## src/rtl/instruction_fetch.sv

```systemverilog
// Instruction fetch stage: PC register, RUN/HALT control and the IF/ID register.
// The instruction memory is combinational, so fetch has zero added latency.
module instruction_fetch #(
  parameter logic [63:0] RESET_PC = 64'h0,
  parameter logic [63:0] MEM_SIZE = 64'd4095
) (
  input  logic        clk,
  input  logic        reset,
  output logic [63:0] imem_addr,
  input  logic [31:0] imem_instr,
  input  logic        redirect_valid,
  input  logic [63:0] redirect_pc,
  output logic        out_valid,
  input  logic        out_ready,
  output logic [63:0] out_pc,
  output logic [31:0] out_instr,
  output logic        halted,
  output logic [31:0] fetch_count
);

  typedef enum logic [0:0] {
    RUN  = 1'b0,
    HALT = 1'b1
  } state_t;

  state_t      state_r;
  logic [63:0] pc_r;
  logic        out_valid_r;
  logic [63:0] out_pc_r;
  logic [31:0] out_instr_r;
  logic [31:0] fetch_count_r;

  logic        fire_s;
  logic        slot_free_s;
  logic        end_of_program_s;
  logic [63:0] pc_plus3_s;
  logic [63:0] pc_plus4_s;
  logic [63:0] redirect_target_s;

  // Handshake qualifiers, fetch-bound test and next-PC arithmetic.
  always_comb begin
    fire_s            = out_valid_r && out_ready;
    slot_free_s       = !out_valid_r || out_ready;
    pc_plus3_s        = pc_r + 64'd3;
    pc_plus4_s        = pc_r + 64'd4;
    redirect_target_s = redirect_pc & ~64'd3;
    end_of_program_s  = (imem_instr == 32'h0) || (pc_plus3_s >= MEM_SIZE);
  end

  // Main state machine: reset, then redirect, then RUN/HALT sequencing.
  always_ff @(posedge clk) begin
    if (!reset) begin
      pc_r          <= RESET_PC;
      state_r       <= RUN;
      out_valid_r   <= 1'b0;
      out_pc_r      <= 64'h0;
      out_instr_r   <= 32'h0;
      fetch_count_r <= 32'h0;
    end else if (redirect_valid) begin
      // A held instruction is dropped, so a coincident handshake is not counted.
      pc_r        <= redirect_target_s;
      out_valid_r <= 1'b0;
      state_r     <= RUN;
    end else begin
      if (fire_s) begin
        fetch_count_r <= fetch_count_r + 32'd1;
      end
      case (state_r)
        RUN: begin
          if (slot_free_s) begin
            if (!end_of_program_s) begin
              out_pc_r    <= pc_r;
              out_instr_r <= imem_instr;
              out_valid_r <= 1'b1;
              pc_r        <= pc_plus4_s;
            end else begin
              out_valid_r <= 1'b0;
              state_r     <= HALT;
            end
          end
        end
        HALT: begin
          if (fire_s) begin
            out_valid_r <= 1'b0;
          end
        end
        default: begin
          // Unreachable encoding: park safely until a redirect or reset.
          out_valid_r <= 1'b0;
          state_r     <= HALT;
        end
      endcase
    end
  end

  assign imem_addr   = pc_r;
  assign out_valid   = out_valid_r;
  assign out_pc      = out_pc_r;
  assign out_instr   = out_instr_r;
  assign halted      = (state_r == HALT);
  assign fetch_count = fetch_count_r;

endmodule

```

## config.mk

```make
export PLATFORM = sky130hd
export DESIGN_NAME = instruction_fetch
export DESIGN_NICKNAME = d
export VERILOG_FILES = /design/src/rtl/instruction_fetch.sv
export SDC_FILE = /design/constraint.sdc
export NUM_CORES = 1
export LEC_CHECK = 0
export ABC_AREA = 1
export BUFFER_PORTS_ARGS = -buffer_cell sky130_fd_sc_hd__buf_2
export CAP_MARGIN = 10
export CORE_MARGIN = 2
export CORE_UTILIZATION = 50
export CTS_CLUSTER_SIZE = 24
export DETAILED_ROUTE_END_ITERATION = 8
export GPL_TIMING_DRIVEN = 0
export HOLD_SLACK_MARGIN = 0.15
export PLACE_DENSITY = 0.87
export SLEW_MARGIN = 0
export SYNTH_ARGS = -nofsm -noshare
export SYNTH_HDL_FRONTEND = slang
export SYNTH_SLANG_ARGS = --single-unit
```

## constraint.sdc

```tcl
create_clock -name clk -period 3.48 [get_ports clk]
set_input_delay 0 -clock clk [delete_from_list [all_inputs] [get_ports clk]]
set_output_delay 0 -clock clk [all_outputs]
set_load 0.01 [all_outputs]
```

==> impl_results.md <==
- Synth area leader: dfxtp_1
- RSZ-0062 raised after global routing: no
- EDFF count, synth: 0
- Synth Flop Type: dfxtp_1
- Synthesized area: 0.00814 mm2
- CP peak stage delay: between 0.3 and 0.4 ns
- Worst VDD drop: approximately 0.3 mV
- Seq/Total Area, Yosys: 0.467
- Largest delay share family, worst path: simple AND/OR/NAND/NOR gates
- Buf/Inv on CP: 1
- FP Rows: 46
- DIE AREA: around 0.017 mm2
- #FFs+latches synth: 190
- GP Congestion: a little over 0.9
- Final Critical Period: roughly 2.1 ns
- Area grow syn2layout: 40.2%
- Initial antenna violation count: 0
- Final ANT Viol Nets: 0
- Met2 Wirelength: 12.9 mm
- H-Tree Depth: 4
- Synth top cells by count: 317 x nand2_1, 245 x nor2_1, 190 x dfxtp_1
- Critical path, cell by cell: ha_1 -> nand3_2 -> nor2_2 -> a21oi_1 -> nand2_1 -> nor2_1 -> nand4_1 -> buf_2 -> nand2_1 -> nor2_1
- Area contributors post-synth: dfxtp_1 47%, nand2_1 15%, nor2_1 11%
- Crit end category: flip-flop
- Worst setup margin: roughly 1.4 ns
- Fin area: roughly 0.011 mm2
- Clock Path Buffers: 2
- DPL Wire Length: 18.1 mm
- Hold Crit Class: in -> reg
- Vias in the first global route: a little over 9000
- CTS clk-pin slew, worst paths: roughly 0.080 ns
- Slew margin rel.: 0.499
- Fillers: between 1000 and 1500
- Total Routing Usage GR: 0.310
- Post-CTS Resized: 0
- DRC viols: 0
- Status: finished, final reports clean
- Total core area: 0.0159 mm2
- Storage element area: approximately 0.0038 mm2
- Clock sinks: 190
- M1 WL: between 10 and 15 mm
- Via count: 9556
- Setup crit start kind: flip-flop
- Place WS: 1.34 ns
- Nets: 1680
- Syn avg cell area: 6.94 um2
- First-pass DRT Iterations: 5
- P_int: approximately 3.4 mW
- Worst Tran Pin Value: ~0.75 ns
- Vert. Die Dim: about 130 um
- Dpl cell area: 0.00985 mm2
- Yosys warning count: 0
- Worst-path cell with the longest stage delay: dfxtp_1
- Count leader, synth: nand2_1
- Synth cell types: 36
- Final WL: approximately 28 mm
- Iter 0 DRT Violations: roughly 760
- Setup TNS: 0 ns
- Psw: 1.23 mW
- CTS tree: built
- Achievable frequency: around 470 MHz
- Max Used Layer: met4
- Met3 routed WL: about 2.6 mm
- Clock Power Share: 0.421
- Sequential power share: 0.484
- Synth async-reset ratio: 0
- CTS root buf: clkbuf_16
- Port bufs: approximately 290
- Post-CTS setup buffers: 0
- Count of final setup violators: 0
- Top Ports: just under 300
- Chip Width: around 130 um
- Layout Utilization: 0.719
- Area of the multi-input gates: ~0.0037 mm2
- Diode count: 0
- Number of vias per cell: 5.29
- Global route overflow: 0
- CP max FO: 10
- Global-route wire length before repair: 44.0 mm
- Setup skew after layout: approximately 0.013 ns
- Net Sw Frac: 0.263
- Critical path class: reg -> reg
- CP arrival: 2.41 ns
- Pwr dens: 410 mW/mm2
- Largest net degree at the start of global routing: 20
- Pleak: between 5 and 6 nW
- Crit path required time: 3.77 ns
- Share of the clock period used by the worst path: 0.610
- Num CTS Buffers: 17
- Combinational share of power: 0.095
- Initial core utilization: 0.513
- Top cell type's share of synthesized area: 0.467
- Post-Syn Instances: approximately 1200
- Final hold violations: 0
- Ratio of cells with drive above 1 in the final layout: 0.226
- Final Max Tran Viols: 0
- Worst-skew pair later-pin latency: approximately 0.43 ns
- # Max-Cap Violations: 0
- Routed len/inst: 15.4 um
[cell type report]
class                      count  share of cell area
sequential                   190               0.333
inverter                      92              0.0302
buffer                        62              0.0296
timing repair buffer         382               0.210
clock inverter                15              0.0150
clock buffer                  17              0.0373
tap                          216              0.0237
multi-input combinational    833               0.321
[metrics by stage]
step	cells	hold WS, ns	total power, mW
3_3_place_gp	1678	0.243	2.64
3_5_place_dp	1678	0.250	2.64
2_1_floorplan	1177	0.135	2.48
4_1_cts	1807	0.163	4.67
6_report	1807	0.224	4.68
5_1_grt	1807	0.228	4.83
[cell families after synthesis]
| logic type | after synthesis | share of synthesized area |
|---|---|---|
| AO/OA/AOI/OAI | 112 | 0.0704 |
| multiplexers | 1 | 0.00123 |
| buffers and inverters | 154 | 0.0839 |
| adder cells (fa/ha/maj) | 2 | 0.00307 |
| other | 1 | 0.000460 |
| flip-flops | 190 | 0.467 |
| XOR/XNOR | 14 | 0.0151 |
| AND/OR/NAND/NOR | 700 | 0.359 |
[layout by cell type, fill, tap and decap left out, types with 3 or more instances in the layout]
| master | Yosys | final |
|---|---|---|
| nor2_1 | 245 | 245 |
| inv_1 | 88 | 88 |
| buf_6 | 6 | 6 |
| clkbuf_16 | 0 | 17 |
| buf_1 | 9 | 9 |
| buf_4 | 10 | 10 |
| nand4_1 | 15 | 15 |
| nand3_1 | 79 | 79 |
| nor3_1 | 19 | 19 |
| inv_8 | 0 | 6 |
| nor2_2 | 4 | 4 |
| dfxtp_1 | 190 | 190 |
| clkbuf_1 | 27 | 27 |
| xor2_1 | 7 | 7 |
| dlygate4sd3_1 | 0 | 97 |
| a21oi_1 | 84 | 84 |
| clkinvlp_4 | 0 | 3 |
| nand4_2 | 3 | 3 |
| buf_2 | 9 | 294 |
| o21ai_0 | 23 | 23 |
| nand2_1 | 317 | 317 |
| conb_1 | 1 | 4 |
| xnor2_1 | 7 | 7 |
| nand3b_1 | 3 | 3 |
| and2_1 | 3 | 3 |
[registers in the layout, indices dropped and copies added (netlist names)]
signal       cells
halted           1
out_valid        1
out_pc          62
imem_addr       62
out_instr       32
fetch_count     32
[power by group through the flow]
stage | sequential, mW | combinational, mW | clock (mW)
floorplan | 2.32 | 0.162 | 0
CTS | 2.26 | 0.425 | 1.99
detailed placement | 2.31 | 0.335 | 0
global route | 2.27 | 0.481 | 2.08
global placement | 2.31 | 0.328 | 0
finish | 2.26 | 0.445 | 1.97
[layer usage]
metal / GRT usage / up-vias
met4: 0.167 / 0
met3: 0.0899 / 129
met1: 0.360 / 4333
met2: 0.515 / 605
li1: - / 4489
met5: 0 / -
[worst min-delay path: stages]
cell and delay (ns):
buf_2 0.17, clkbuf_1 0.26, nand2_1 0.12, a21oi_1 0.05
[worst paths after layout]
check	slack, ns	cells past startpoint	from	endpoint
worst min-delay path	0.22	4	redirect_valid	imem_addr[43]$_SDFFE_PN0P_
worst max-delay path	1.36	10	imem_addr[2]$_SDFFE_PN0P_	out_pc[37]$_SDFFE_PN0P_
worst max register to register	1.36	10	imem_addr[2]$_SDFFE_PN0P_	out_pc[37]$_SDFFE_PN0P_
worst min register to register	0.44	2	out_pc[62]$_SDFFE_PN0P_	out_pc[62]$_SDFFE_PN0P_
[timing repair]
| action | 4_1_cts | 5_1_grt |
|---|---|---|
| setup endpoints to repair | 0 | 0 |
| hold buffers | 97 | 0 |
| endpoints found under the hold margin | 105 | 0 |
Power figures use the tool's default switching activity.
